[src/rtl/sb_arb_pkg.sv]
// rtl/sb_arb_pkg.sv - shared state encoding and transaction codes for the sideband arbiter
//
// Contents:
//   arb_state_t     2-bit arbiter state (IDLE / ISSUE / WAIT / GAP)
//   TRANS_NONE      select code meaning "no transaction"
//   TRANS_*         transaction select codes understood by the generator FSM
package sb_arb_pkg;

    typedef enum logic [1:0] {
        ARB_IDLE  = 2'd0,
        ARB_ISSUE = 2'd1,
        ARB_WAIT  = 2'd2,
        ARB_GAP   = 2'd3
    } arb_state_t;

    localparam logic [2:0] TRANS_NONE       = 3'd0;
    localparam logic [2:0] TRANS_LINK_REQ   = 3'd1;
    localparam logic [2:0] TRANS_LINK_RSP   = 3'd2;
    localparam logic [2:0] TRANS_REG_RD_CPL = 3'd3;
    localparam logic [2:0] TRANS_REG_WR_CPL = 3'd4;
    localparam logic [2:0] TRANS_DISCONNECT = 3'd5;
    localparam logic [2:0] TRANS_DBG_MSG    = 3'd6;
    localparam logic [2:0] TRANS_VENDOR     = 3'd7;

endpackage

[src/rtl/rr_arbiter.sv]
// rtl/rr_arbiter.sv - combinational round-robin pick with an external start pointer
//
// Ports:
//   req    in   N   request vector (bit j = round-robin slot j)
//   ptr    in   PW  slot searched first; search wraps upward from here
//   grant  out  N   one-hot grant, zero when nothing requests
//   valid  out  1   some slot was granted
module rr_arbiter #(
    parameter int N  = 3,
    parameter int PW = 2
) (
    input  logic [N-1:0]  req,
    input  logic [PW-1:0] ptr,
    output logic [N-1:0]  grant,
    output logic          valid
);

    always_comb begin
        int pos;
        grant = '0;
        valid = 1'b0;
        pos   = 0;
        for (int off = 0; off < N; off++) begin
            pos = int'(ptr) + off;
            if (pos >= N) begin
                pos = pos - N;
            end
            // constant inner index keeps the selects static after unrolling
            for (int j = 0; j < N; j++) begin
                if (!valid && (j == pos) && req[j]) begin
                    grant[j] = 1'b1;
                    valid    = 1'b1;
                end
            end
        end
    end

endmodule

[src/rtl/sb_trans_arbiter.sv]
// rtl/sb_trans_arbiter.sv - shares the sideband transaction generator among requesters
//
// Ports:
//   sb_clk        in   1          sideband clock
//   rst           in   1          asynchronous active-low reset
//   req           in   NUM_REQ    level request per requester
//   req_code      in   3*NUM_REQ  select code per requester, slice i = [3i+2:3i]
//   disconnected  in   1          only requester 0 may be served while high
//   gen_busy      in   1          generator cannot accept a new select code
//   trans_sent    in   1          generator finished the current transaction
//   trans_sel     out  3          select code, nonzero for one cycle per transaction
//   ack           out  NUM_REQ    one-hot completion pulse to the owner
//   err           out  NUM_REQ    one-hot timeout pulse to the owner
//   owner         out  log2(N)    current or last granted requester
//   active        out  1          high from issue until the gap ends
module sb_trans_arbiter
    import sb_arb_pkg::*;
#(
    parameter int NUM_REQ = 4,
    parameter int MIN_GAP = 4,
    parameter int TIMEOUT = 1024,
    parameter int CW      = 11
) (
    input  logic                     sb_clk,
    input  logic                     rst,
    input  logic [NUM_REQ-1:0]       req,
    input  logic [3*NUM_REQ-1:0]     req_code,
    input  logic                     disconnected,
    input  logic                     gen_busy,
    input  logic                     trans_sent,
    output logic [2:0]               trans_sel,
    output logic [NUM_REQ-1:0]       ack,
    output logic [NUM_REQ-1:0]       err,
    output logic [$clog2(NUM_REQ)-1:0] owner,
    output logic                     active
);

    localparam int OW  = $clog2(NUM_REQ);
    localparam int NRR = NUM_REQ - 1;

    arb_state_t         state, state_next;
    logic [OW-1:0]      rr_ptr;
    logic [CW-1:0]      timer;
    logic [CW-1:0]      gap_cnt;

    logic [NUM_REQ-1:0] elig;
    logic [NRR-1:0]     rr_grant;
    logic               rr_valid;
    logic [OW-1:0]      sel_idx;
    logic [2:0]         sel_code;
    logic [NUM_REQ-1:0] owner_oh;
    logic               do_grant;
    logic               do_ack;
    logic               do_err;

    // a zero code never issues; disconnect masks everyone except requester 0
    always_comb begin
        elig = '0;
        for (int i = 0; i < NUM_REQ; i++) begin
            elig[i] = req[i] && (req_code[3*i +: 3] != TRANS_NONE) &&
                      ((i == 0) || !disconnected);
        end
    end

    // round-robin slot j is requester j+1, so the pointer is shifted down by one
    rr_arbiter #(
        .N  (NRR),
        .PW (OW)
    ) u_rr (
        .req   (elig[NUM_REQ-1:1]),
        .ptr   (rr_ptr - OW'(1)),
        .grant (rr_grant),
        .valid (rr_valid)
    );

    // requester 0 overrides the round-robin result
    always_comb begin
        sel_idx  = '0;
        sel_code = req_code[2:0];
        if (!elig[0]) begin
            for (int i = 1; i < NUM_REQ; i++) begin
                if (rr_grant[i-1]) begin
                    sel_idx  = OW'(i);
                    sel_code = req_code[3*i +: 3];
                end
            end
        end
    end

    always_comb begin
        owner_oh = '0;
        for (int i = 0; i < NUM_REQ; i++) begin
            owner_oh[i] = (owner == OW'(i));
        end
    end

    always_comb begin
        state_next = state;
        do_grant   = 1'b0;
        do_ack     = 1'b0;
        do_err     = 1'b0;
        case (state)
            ARB_IDLE: begin
                if ((elig[0] || rr_valid) && !gen_busy) begin
                    do_grant   = 1'b1;
                    state_next = ARB_ISSUE;
                end
            end
            ARB_ISSUE: state_next = ARB_WAIT;
            ARB_WAIT: begin
                // completion takes precedence over a coincident timeout
                if (trans_sent) begin
                    do_ack     = 1'b1;
                    state_next = ARB_GAP;
                end else if (timer == CW'(TIMEOUT - 1)) begin
                    do_err     = 1'b1;
                    state_next = ARB_GAP;
                end
            end
            ARB_GAP: begin
                if (gap_cnt == '0) begin
                    state_next = ARB_IDLE;
                end
            end
            default: state_next = ARB_IDLE;
        endcase
    end

    always_ff @(posedge sb_clk or negedge rst) begin
        if (!rst) begin
            state <= ARB_IDLE;
        end else begin
            state <= state_next;
        end
    end

    // trans_sel is loaded on the grant edge so it is visible in the ISSUE cycle;
    // the timer also runs through ISSUE, so the abort lands TIMEOUT cycles after it
    always_ff @(posedge sb_clk or negedge rst) begin
        if (!rst) begin
            trans_sel <= TRANS_NONE;
            ack       <= '0;
            err       <= '0;
            owner     <= '0;
            active    <= 1'b0;
            rr_ptr    <= OW'(1);
            timer     <= '0;
            gap_cnt   <= '0;
        end else begin
            trans_sel <= TRANS_NONE;
            ack       <= do_ack ? owner_oh : '0;
            err       <= do_err ? owner_oh : '0;

            if (do_grant) begin
                owner     <= sel_idx;
                trans_sel <= sel_code;
                active    <= 1'b1;
                timer     <= '0;
            end else if ((state == ARB_ISSUE) || (state == ARB_WAIT)) begin
                timer <= timer + 1'b1;
            end

            if (do_ack || do_err) begin
                gap_cnt <= CW'(MIN_GAP);
                if (owner != '0) begin
                    rr_ptr <= (owner == OW'(NUM_REQ - 1)) ? OW'(1) : owner + OW'(1);
                end
            end

            if (state == ARB_GAP) begin
                if (gap_cnt == '0) begin
                    active <= 1'b0;
                end else begin
                    gap_cnt <= gap_cnt - 1'b1;
                end
            end
        end
    end

endmodule

[config.mk]
export PLATFORM = sky130hd
export DESIGN_NAME = sb_trans_arbiter
export DESIGN_NICKNAME = d
export VERILOG_FILES = /design/src/rtl/sb_arb_pkg.sv /design/src/rtl/rr_arbiter.sv /design/src/rtl/sb_trans_arbiter.sv
export SDC_FILE = /design/constraint.sdc
export NUM_CORES = 1
export LEC_CHECK = 0
export ABC_AREA = 1
export BUFFER_PORTS_ARGS = -buffer_cell sky130_fd_sc_hd__buf_2
export CAP_MARGIN = 20
export CORE_ASPECT_RATIO = 1.4
export CORE_UTILIZATION = 58
export CTS_CLUSTER_SIZE = 10
export DETAILED_ROUTE_END_ITERATION = 12
export PLACE_DENSITY = 0.8
export SETUP_SLACK_MARGIN = 0.05
export SYNTH_ARGS = -nofsm -noshare
export SYNTH_HDL_FRONTEND = slang
export SYNTH_SLANG_ARGS = --single-unit
[constraint.sdc]
create_clock -name sb_clk -period 6.77 [get_ports sb_clk]
set_clock_uncertainty 0.2 [all_clocks]
set_input_delay 1.354 -clock sb_clk [delete_from_list [all_inputs] [get_ports sb_clk]]
set_output_delay 1.354 -clock sb_clk [all_outputs]
set_load 0.1 [all_outputs]
==> out/results.tsv <==
stage	metric	value	unit
sta	finalCriticalPeriod	2.85	ns
clocking	cts_hold_buf	0	
floorplanning	core	4020	sq um
yosys	synth.area.top_cells	dfrtp_1, inv_1, nand2_1	
critical_path	endpoint_kind	flip-flop	
detailed_routing	viasPerCell	5.15	
pwr	ir_drop	0.246	mV
finish	layout-drive-gt1-share	19.3	%
critical_path	cp-start-kind	input pin	
place	dpl.hpwl	3750	microns
critical_path	required	6.75	ns
detailed_routing	wl_per_cell	11.8	microns
global_route	antenna_found_initial	0	
yosys	ys_ff_latch	40	
yosys	synth_area	2510	sq um
clocking	cts.sinks	40	
place	gp_congestion	0.819	
detailed_routing	firstDrtPassIters	8	
finish	syn_to_final_growth	12.8	%
global_route	grt_max_degree	41	
place	numPortBuffers	34	
floorplanning	io_pins	35	
job	maxCapViolCount	0	
finish	diodes	0	
detailed_routing	ant_nets	0	
sta	final.setup.tns	0	ns
detailed_routing	routed_wl	4850	microns
pwr	leakage	1.60	nW
clocking	post_cts.repair.setup_buffers	0	
yosys	synth_flop_cell	dfrtp_1	
clocking	cts_buffers	5	
sta	worstMarginPinSlew	0.878	ns
yosys	synth_cells	326	
clocking	cts_resized	0	
critical_path	worstPathArrival	2.83	ns
sta	hold_violations	0	
global_route	grt_pass1_vias	2032	
critical_path	crit_fanout	4	
finish	num-nets-final	400	
finish	design_area	2830	sq um
yosys	syn_avg_cell_area	7.69	sq um
sta	fin_crit_sh	42.2	%
sta	slew_headroom	41.4	%
finish	layout.area.seq	1000	sq um
floorplanning	fp.dieH	79.8	microns
global_route	top_usage_layer	met2	
global_route	overflow	0	
yosys	async_flop_share	100	%
floorplanning	die-area	4590	sq um
clocking	cts_tree	done	
yosys	synth.distinct_cells	35	
finish	n_fill_cell	324	
clocking	ctsRootBufferMaster	clkbuf_8	
sta	fmax	350	MHz
global_route	use_met3	4.70	%
clocking	cts-htree-levels	2	
floorplanning	rows	27	
yosys	yosys.area.top_type	dfrtp_1	
yosys	syn_nets	360	
detailed_routing	drc	2	
global_route	track_usage	24.0	%
hold_path	hold_class	flip-flop to flip-flop	
yosys	synth_edf_count	0	
floorplanning	initial_core_util	62.3	%
clocking	clk_path_buf_depth	2	
detailed_routing	via_count	2113	
yosys	yosys_warnings	0	
sta	finalMaxSlewViolations	0	
yosys	yosysTopAreaCellShare	38.9	%
place	post_dp_cell_area	2720	sq um
floorplanning	die_w	57.6	microns
global_route	grtUsageMet1	25.3	%
sta	rsz0062_at_grt	false	
global_route	grt_util_met2	45.1	%
global_route	grt_pass1_wl	8410	microns
run_status	violations	design-rule violations	
finish	multiInputGateArea	1190	sq um
detailed_routing	drtIter0Drc	52	
hold_path	hold_depth	2	
critical_path	r2r_cells	13	
run_status	status	complete, but fails checks	
pwr	cellPowerDensity	382	nW/um^2
yosys	seq_area_frac_synth	40.0	%
place	numPlacedInstances	402	
finish	utilization	70.3	%
finish	instances_no_fill	410	
critical_path	crit_type	input pin to flip-flop	
clocking	clkLatencyLatePin	0.29	ns
clocking	path_clk_slew	0.08	ns
sta	finalSetupViolations	0	
layer usage:
metal | wire length (microns) | vias to the layer above
met2 | 2680 | 38
met1 | 1960 | 971
li1 | - | 1093
met4 | 102 | 0
met3 | 113 | 11
met5 | 0 | -
report_power, final:
part | switching, mW | internal, mW | total (mW)
Clock | 0.0793 | 0.109 | 0.189
Combinational | 0.379 | 0.167 | 0.546
Sequential | 0.0455 | 0.301 | 0.346
Total | 0.504 | 0.577 | 1.08
synth_stat cells, types with 2 or more instances:
master / instances
nor3_2: 3
o21ai_0: 12
nand2_1: 64
nand3_4: 2
dfrtp_1: 39
o22ai_1: 5
inv_1: 71
o21ai_1: 4
ha_1: 13
a21oi_1: 9
nor2_1: 26
nand2_2: 3
nand3b_1: 3
nor2_2: 3
nand3_1: 25
xor2_1: 8
nor3_1: 3
or2_2: 2
inv_2: 5
o21bai_1: 2
nand4_1: 6
nor2_4: 4
clkinv_2: 2
final timing paths:
check / startpoint / end / slack (ns)
min: gap_cnt[10]$_DFF_PN0_ / gap_cnt[10]$_DFF_PN0_ / 0.34
min reg2reg: gap_cnt[10]$_DFF_PN0_ / gap_cnt[10]$_DFF_PN0_ / 0.34
max: req_code[3] / trans_sel[2]$_DFF_PN0_ / 3.92
min in group asynchronous: rst / gap_cnt[2]$_DFF_PN0_ / 0.97
max in group asynchronous: rst / timer[5]$_DFFE_PN0P_ / 4.83
max reg2reg: rr_ptr[0]$_DFFE_PN1P_ / trans_sel[2]$_DFF_PN0_ / 4.17
flip-flops by register name, indices dropped and copies added, names as in the netlist:
| register | flops |
|---|---|
| state | 2 |
| trans_sel | 3 |
| timer | 11 |
| err | 4 |
| ack | 4 |
| owner | 2 |
| rr_ptr | 2 |
| gap_cnt | 11 |
| active | 1 |
per-stage QoR:
stage / hold WS, ns / setup slack [ns] / power [mW]
after floorplan: 0.287 / 4.01 / 0.787
after global placement: 0.312 / 3.69 / 0.879
after detailed placement: 0.318 / 3.65 / 0.892
after CTS: 0.340 / 3.95 / 1.09
after global routing: 0.346 / 3.77 / 1.17
final: 0.338 / 3.92 / 1.08
cells in the final DEF, fill, tap and decap left out, types with 2 or more instances in the layout:
| cell type | synthesis | layout |
|---|---|---|
| nand2_1 | 64 | 64 |
| nand3_1 | 25 | 25 |
| nor3_1 | 3 | 3 |
| dfrtp_1 | 39 | 39 |
| nor3_2 | 3 | 3 |
| o21ai_0 | 12 | 12 |
| or2_2 | 2 | 2 |
| o21bai_1 | 2 | 2 |
| o21ai_1 | 4 | 4 |
| clkinv_2 | 2 | 3 |
| clkbuf_8 | 0 | 5 |
| nand2_2 | 3 | 3 |
| buf_2 | 0 | 34 |
| nand4_1 | 6 | 6 |
| xor2_1 | 8 | 8 |
| ha_1 | 13 | 13 |
| o22ai_1 | 5 | 5 |
| nor2_4 | 4 | 4 |
| nor2_1 | 26 | 26 |
| nand3_4 | 2 | 2 |
| nor2_2 | 3 | 3 |
| inv_2 | 5 | 5 |
| a21oi_1 | 9 | 9 |
| nand3b_1 | 3 | 3 |
| inv_1 | 71 | 71 |
layout make-up:
cell class                 count  area share [%]
multi-input combinational    206            42.1
clock inverter                 2            1.24
sequential                    40            35.5
clock buffer                   6            2.57
inverter                      79            10.7
timing repair buffer          34            6.02
tap                           43            1.90
worst max-delay path, stage by stage:
cell and delay [ns]:
buf_2 0.09, inv_1 0.06, nand3_1 0.15, nand3_1 0.18, nand4_1 0.14, o21ai_0 0.32, o21bai_1 0.25, nand2_1 0.12
nand3_1 0.10, a21oi_1 0.06
cells by family after synthesis:
logic type	after synthesis	share of synthesized area (%)
DFF	40	40.0
xor gates and xnor gates	9	3.15
AOI/OAI and AO/OA	36	8.09
adders and majority gates	13	6.49
and+or+nand+nor	148	29.8
buffers and inverters	80	12.5
Power figures use the tool's default switching activity.
